## src/rtl/mem_pkg.sv

```systemverilog
// Shared types and helpers for the MEM-stage data-memory master.
package mem_pkg;

    typedef enum logic [1:0] {
        IDLE = 2'd0,
        BUS  = 2'd1,
        DONE = 2'd2
    } state_t;

    localparam logic MEM_SIZE_BYTE = 1'b0;
    localparam logic MEM_SIZE_WORD = 1'b1;

    function automatic logic [3:0] byte_sel(input logic [1:0] lane);
        return 4'b0001 << lane;
    endfunction

endpackage

```

## src/rtl/mem_load_align.sv

```systemverilog
// Lane extraction and sign extension of Wishbone read data for loads.
module mem_load_align
    import mem_pkg::*;
#(
    parameter int DATA_WIDTH = 32
) (
    input  logic [DATA_WIDTH-1:0] dat,
    input  logic [1:0]            lane,
    input  logic                  size,
    output logic [DATA_WIDTH-1:0] data
);

    logic [7:0] lane_byte;

    always_comb begin
        lane_byte = dat[8*lane +: 8];
        if (size == MEM_SIZE_WORD)
            data = dat;
        else
            data = {{(DATA_WIDTH-8){lane_byte[7]}}, lane_byte};
    end

endmodule

```

## src/rtl/mem_access_unit.sv

```systemverilog
// MEM-stage Wishbone-classic master; one bus cycle per load/store.
// Define MEM_ALIGN_CHECK_EN to trap misaligned word accesses instead of forcing alignment.
module mem_access_unit
    import mem_pkg::*;
#(
    parameter int ADDR_WIDTH = 32,
    parameter int DATA_WIDTH = 32
) (
    input  logic                  clk,
    input  logic                  reset,
    input  logic                  mem_read,
    input  logic                  mem_write,
    input  logic                  mem_size,
    input  logic [ADDR_WIDTH-1:0] addr,
    input  logic [DATA_WIDTH-1:0] wdata,
    output logic                  stall_req,
    output logic [DATA_WIDTH-1:0] load_data,
    output logic                  misalign_o,
    output logic                  wb_cyc_o,
    output logic                  wb_stb_o,
    output logic                  wb_we_o,
    output logic [ADDR_WIDTH-1:0] wb_adr_o,
    output logic [DATA_WIDTH-1:0] wb_dat_o,
    output logic [3:0]            wb_sel_o,
    input  logic [DATA_WIDTH-1:0] wb_dat_i,
    input  logic                  wb_ack_i
);

    generate
        if (DATA_WIDTH != 32) begin : g_bad_width
            $error("mem_access_unit supports DATA_WIDTH=32 only");
        end
    endgenerate

    state_t state;
    state_t next;

    logic                  req;
    logic                  word;
    logic                  misaligned;
    logic [1:0]            lane;
    logic                  size;
    logic [DATA_WIDTH-1:0] aligned;

    assign req  = mem_read | mem_write;
    assign word = (mem_size == MEM_SIZE_WORD);

`ifdef MEM_ALIGN_CHECK_EN
    logic misalign;

    assign misaligned = word & (|addr[1:0]);
    assign misalign_o = misalign;

    // Flag lives only in the DONE cycle that follows the trapped request.
    always_ff @(posedge clk) begin
        if (!reset)
            misalign <= 1'b0;
        else
            misalign <= (state == IDLE) && req && misaligned;
    end
`else
    assign misaligned = 1'b0;
    assign misalign_o = 1'b0;
`endif

    always_ff @(posedge clk) begin
        if (!reset)
            state <= IDLE;
        else
            state <= next;
    end

    always_comb begin
        next = state;
        unique case (state)
            IDLE: begin
                if (req)
                    next = misaligned ? DONE : BUS;
            end
            BUS: begin
                if (wb_ack_i)
                    next = DONE;
            end
            DONE:    next = IDLE;
            default: next = IDLE;
        endcase
    end

    always_comb begin
        wb_cyc_o  = 1'b0;
        stall_req = 1'b0;
        unique case (state)
            IDLE:    stall_req = req;
            BUS: begin
                wb_cyc_o  = 1'b1;
                stall_req = 1'b1;
            end
            DONE:    stall_req = 1'b0;
            default: stall_req = 1'b0;
        endcase
        if (!reset)
            stall_req = 1'b0;
        wb_stb_o = wb_cyc_o;
    end

    always_ff @(posedge clk) begin
        if (!reset) begin
            wb_we_o   <= 1'b0;
            wb_adr_o  <= '0;
            wb_dat_o  <= '0;
            wb_sel_o  <= 4'b0000;
            lane      <= 2'b00;
            size      <= MEM_SIZE_BYTE;
            load_data <= '0;
        end else begin
            if (state == IDLE && req) begin
                if (misaligned) begin
                    load_data <= '0;
                end else begin
                    wb_we_o <= mem_write;
                    lane    <= addr[1:0];
                    size    <= mem_size;
                    if (word) begin
                        wb_adr_o <= {addr[ADDR_WIDTH-1:2], 2'b00};
                        wb_dat_o <= wdata;
                        wb_sel_o <= 4'b1111;
                    end else begin
                        wb_adr_o <= addr;
                        wb_dat_o <= {4{wdata[7:0]}};
                        wb_sel_o <= byte_sel(addr[1:0]);
                    end
                end
            end
            if (state == BUS && wb_ack_i)
                load_data <= aligned;
        end
    end

    mem_load_align #(
        .DATA_WIDTH(DATA_WIDTH)
    ) u_align (
        .dat  (wb_dat_i),
        .lane (lane),
        .size (size),
        .data (aligned)
    );

endmodule

```

## config.mk

```make
export PLATFORM = sky130hd
export DESIGN_NAME = mem_access_unit
export DESIGN_NICKNAME = d
export VERILOG_FILES = /design/src/rtl/mem_pkg.sv /design/src/rtl/mem_load_align.sv /design/src/rtl/mem_access_unit.sv
export SDC_FILE = /design/constraint.sdc
export NUM_CORES = 1
export LEC_CHECK = 0
export BUFFER_PORTS_ARGS = -buffer_cell sky130_fd_sc_hd__buf_4
export CORE_MARGIN = 2
export CORE_UTILIZATION = 46
export DETAILED_ROUTE_END_ITERATION = 10
export MAX_ROUTING_LAYER = met4
export PLACE_DENSITY_LB_ADDON = 0.08
export SKIP_CTS_REPAIR_TIMING = 1
export SYNTH_ARGS = -nofsm -noshare
export SYNTH_HDL_FRONTEND = slang
export SYNTH_HIERARCHICAL = 1
export SYNTH_SLANG_ARGS = --single-unit
export TNS_END_PERCENT = 50
```

## constraint.sdc

```tcl
create_clock -name clk -period 3.9 [get_ports clk]
set_input_delay 0.585 -clock clk [delete_from_list [all_inputs] [get_ports clk]]
set_output_delay 0.585 -clock clk [all_outputs]
set_load 0.005 [all_outputs]
```

======== After elaboration in Yosys (flattened, before gate mapping) ========
Cells that the tools add are included.
cells by class
  add/sub/neg operators ................... 0
  multipliers ............................. 0
  div/mod/pow operators ................... 0
  $lt $le $gt $ge ......................... 0
  eq/ne operators ......................... 3
  shift-type cells ........................ 2
  muxes and demuxes ....................... 10
  bitwise operators ....................... 1
  reductions and logical operators ........ 4
operators by type and width
  operator             number
  $mux 32              2
  $shiftx 32x6->8      1
  $mux 2               3
  $mux 4               1
  $ne 2x2->1 const B   2
  $pmux 2 s2           1
  $shl 1x2->4 const A  1
  $eq 2x1->1 const B   1
  $logic_and 1x1->1    2
  $logic_not 2->1      1
  $mux 1               2
  $pmux 1 s2           1
  $reduce_and 2->1     1
  $or 1x1->1           1
word-level totals
  flip-flop bits (word level) ............. 106
  latch bits .............................. 0
  bits in writable memories ............... 0
  ROM bits ................................ 0
  logic and storage cells ................. 28
  memories kept ........................... 0

======== Depth between registers and ports, before layout ========
  depth after elaboration ................. 3
  depth in mapped cells ................... 8
  mapped depth without buffers ............ 5

======== Modules after synthesis ========
Netlist, hierarchy kept.
modules (own cells, without submodules)
  module           times used  cells an instance  area an instance (sq um)  seq. area each (sq um)
  mem_access_unit  1           487                4125.2                    2122.0
  mem_load_align   1           75                 559.3                     0.0

======== Worst setup path after synthesis ========
Ideal clock, no wire load.
  path type ............................... in2out
  start point ............................. input port mem_write
  end point ............................... output port stall_req
  data arrival time ....................... 1.457 ns
  required time ........................... 3.315 ns
  setup slack ............................. 1.858 ns
  stages on the path ...................... 6
  buffers on the path ..................... 3
  cell sequence ........................... or2_2 > buf_2 > buf_2 > buf_2 > nor2_1 > nor3_1
on the way
  longest elaborated chain between the ends .. 3
RTL lines
  element      RTL line                text
  from (decl)  mem_access_unit.sv:12   input logic mem_write,
  $or 1x1->1   mem_access_unit.sv:45   assign req = mem_read | mem_write;
  $pmux 1 s2   mem_access_unit.sv:92   unique case (state)
  $mux 1       mem_access_unit.sv:101  if (!reset)
  to (decl)    mem_access_unit.sv:16   output logic stall_req,
No other way between the ends.

======== Final worst setup path ========
  start point ............................. register state[1]
  end point ............................... register wb_dat_o[23]
on the way
  longest elaborated chain between the ends .. 2
RTL lines
  element                 RTL line                text
  from (decl)             mem_access_unit.sv:35   state_t state;
  from (signal assigned)  mem_access_unit.sv:70   state <= next;
  $logic_not 2->1         mem_access_unit.sv:116  if (state == IDLE && req) begin
  $logic_and 1x1->1       mem_access_unit.sv:116
  to (signal assigned)    mem_access_unit.sv:125  wb_dat_o <= wdata;
  to (signal assigned)    mem_access_unit.sv:129  wb_dat_o <= {4{wdata[7:0]}};
  to (decl)               mem_access_unit.sv:23   output logic [DATA_WIDTH-1:0] wb_dat_o,
No other way between the ends.
A chain may end at the register's enable or synchronous reset.

==> results.sh <==
export IMPL_min_path_type="primary input to register"
export IMPL_cts_buffers=9
export IMPL_grt_pass1_vias=4459
export IMPL_path_cells="or2_4, nor2_2, a211oi_1"
export IMPL_worstSetupPathType="register to register"
export IMPL_use_met3_pct=6.55
export IMPL_critical_path_depth=3
export IMPL_synth_simple_area_share_pct=12.9
export IMPL_firstDrtPassIters=5
export IMPL_final_hold_viol_count=0
export IMPL_endpoint_kind="register"
export IMPL_power_mw=2.48
export IMPL_use_met1_pct=31.9
export IMPL_setup_violations=0
export IMPL_synth_edff_count=0
export IMPL_post_drt_wl_per_cell_um=16.5
export IMPL_routed_wl_um=14300
export IMPL_ant_nets=0
export IMPL_via_per_inst=5.48
export IMPL_grt_pass1_wl_um=22600
export IMPL_io_buffers=205
export IMPL_synth_compound_area_share_pct=27.7
export IMPL_synth_cell_type_count=31
export IMPL_yosysTopAreaCellShare_pct=45.3
export IMPL_synth_top_family_by_area="compound AO/OA/AOI/OAI gates"
export IMPL_antenna_found_initial=0
export IMPL_p_leak_nw=2.87
export IMPL_syn_area_um2=4680
export IMPL_start_util_pct=47.7
export IMPL_fin_crit_sh_pct=56.6
export IMPL_clock_skew_ns=0.0123
export IMPL_routed_via_count=4723
export IMPL_critPathSlowestCell="nor2_2"
export IMPL_outcome="complete, no violations"
export IMPL_met2_usage_pct=42.0
export IMPL_finalSetupTns_ns=0
export IMPL_place_ws_ns=1.73
export IMPL_yosysTopAreaCell="dfxtp_1"
export IMPL_stdcell_count=862
export IMPL_drc_errors=0
export IMPL_num_rows=36
export IMPL_synth_xor_area_share_pct=0
export IMPL_hold_path_startpoint="reset"
export IMPL_syn_to_final_growth_pct=35.4
export IMPL_place_area_um2=6150
export IMPL_path_max_fanout=48
export IMPL_final_common_cell="buf_4"
export IMPL_drtIter0Drc=243
export IMPL_crit_family="simple AND/OR/NAND/NOR gates"
export IMPL_r2r_end="wb_dat_o[23]"
export IMPL_timing_final_ws_setup_ns=1.69
export IMPL_clockRootBuffer="clkbuf_8"
export IMPL_r2r_setup_slack_ns=1.69
export IMPL_gr_total_overflow=0
export IMPL_diodes=0
export IMPL_synth_mux_area_share_pct=7.37
export IMPL_die_area_um2=11000
export IMPL_hold_slack_ns=0.446
export IMPL_cts_buffer_depth=2
export IMPL_synth_area_top_cells="dfxtp_1 45%, a21oi_1 12%, o21ai_0 5.4%"
export IMPL_core_region_area_um2=9820
export IMPL_vdd_ir_drop_max_v=0.000240
export IMPL_clkTransAtPathRegs_ns=0.10
export IMPL_cpPeakStageDelay_ns=0.99
export IMPL_layout_drive_gt1_share_pct=33.2
export IMPL_rsz0062_at_grt="false"
export IMPL_reg2reg_from="state[1]"
export IMPL_gp_congestion=0.889
export IMPL_yosysSeqAreaShare_pct=45.3
export IMPL_yosys_area_share_adder_pct=0
export IMPL_start_kind="register"
export IMPL_cts_tree="built"
export IMPL_synth_top_flop_cell="dfxtp_1"
export IMPL_powerDensity_nw_per_um2=390
export IMPL_required_ns=4.08
export IMPL_ys_warn_count=6
export IMPL_dp_cells=846
export IMPL_grt_busiest_layer="met2"
export IMPL_design_area_um2=6340
export IMPL_syn_avg_cell_area_um2=8.34
export IMPL_final_util_pct=64.6
export IMPL_r2r_cells=3
export IMPL_finalNetCount=826
export IMPL_critPathBufInv=0
export IMPL_finalMaxSlewViolations=0
export IMPL_num_io_pins=207
export IMPL_layout_common_cells="211 x buf_4, 113 x a21oi_1, 106 x dfxtp_1"
export IMPL_max_slew_margin_rel_pct=16.7
export IMPL_maxCapViolCount=0
export IMPL_grtUsageTotal_pct=25.9
export IMPL_tightestPinTransition_ns=1.25
export IMPL_fmax_mhz=453
export IMPL_htree_num_levels=3
export IMPL_async_flop_share_pct=0
export IMPL_cts_sink_count=106
export IMPL_startpoint="state[1]"
export IMPL_synth_nets=664
export IMPL_fp_dieW_um=105
export IMPL_synth_seq_cells=106
export IMPL_die_h_um=105
export IMPL_grt_max_degree=105
export IMPL_synth_cells=562
export IMPL_fillers=902
export IMPL_endpoint="wb_dat_o[23]"
export IMPL_crit_arrival_ns=2.38
export IMPL_period_minus_slack_ns=2.21
export IMPL_clock_latency_ns=0.37
export IMPL_hpwl_um=9650
state kept, by name, indices dropped and copies added, names as in the netlist:
signal,cells
lane,2
load_data,32
size,1
state,2
wb_adr_o,32
wb_we_o,1
wb_sel_o,4
wb_dat_o,32
cell families (layout without fill, tap and decap cells):
logic type	after synthesis	in the layout
muxes	33	33
AOI/OAI and AO/OA	226	226
DFF	106	106
buffers and inverters	64	231
and+or+nand+nor	132	132
other	1	1
layer usage:
metal,share of wire (%),vias to the layer above
met4,2.0,0
met5,0,-
met3,8.1,23
met2,49,195
li1,-,2302
met1,41,2203
worst min path at each step:
stage	to	slack [ns]	depth (start not counted)
4_1_cts	state[0]	0.44	2
5_1_grt	state[0]	0.43	2
2_1_floorplan	size	0.45	2
3_5_place_dp	load_data[15]	0.45	2
6_report	state[0]	0.45	2
3_3_place_gp	load_data[12]	0.44	2
power by group:
group / switching, mW / leakage [nW] / internal (mW)
Sequential: 0.0563 / 0.872 / 1.17
Clock: 0.392 / 0.0948 / 0.258
Combinational: 0.295 / 1.91 / 0.302
Total: 0.743 / 2.87 / 1.73
area by class of cell:
class | count | area (µm²) | area share (%)
inverter | 4 | 16.3 | 0.256
sequential | 106 | 2120 | 33.5
timing repair buffer | 211 | 1580 | 25.0
clock inverter | 6 | 50.0 | 0.789
multi-input combinational | 392 | 2270 | 35.7
clock buffer | 10 | 138 | 2.17
tap | 133 | 166 | 2.62
cell usage after synthesis, types with 9 or more instances:
| library cell | number |
|---|---|
| a211oi_1 | 27 |
| a21o_1 | 25 |
| a21oi_1 | 113 |
| buf_2 | 16 |
| clkbuf_1 | 35 |
| dfxtp_1 | 106 |
| mux2i_1 | 24 |
| nand2_1 | 65 |
| nand3_1 | 41 |
| nor2b_1 | 9 |
| o21ai_0 | 51 |
(Power assumes the default switching activity.)
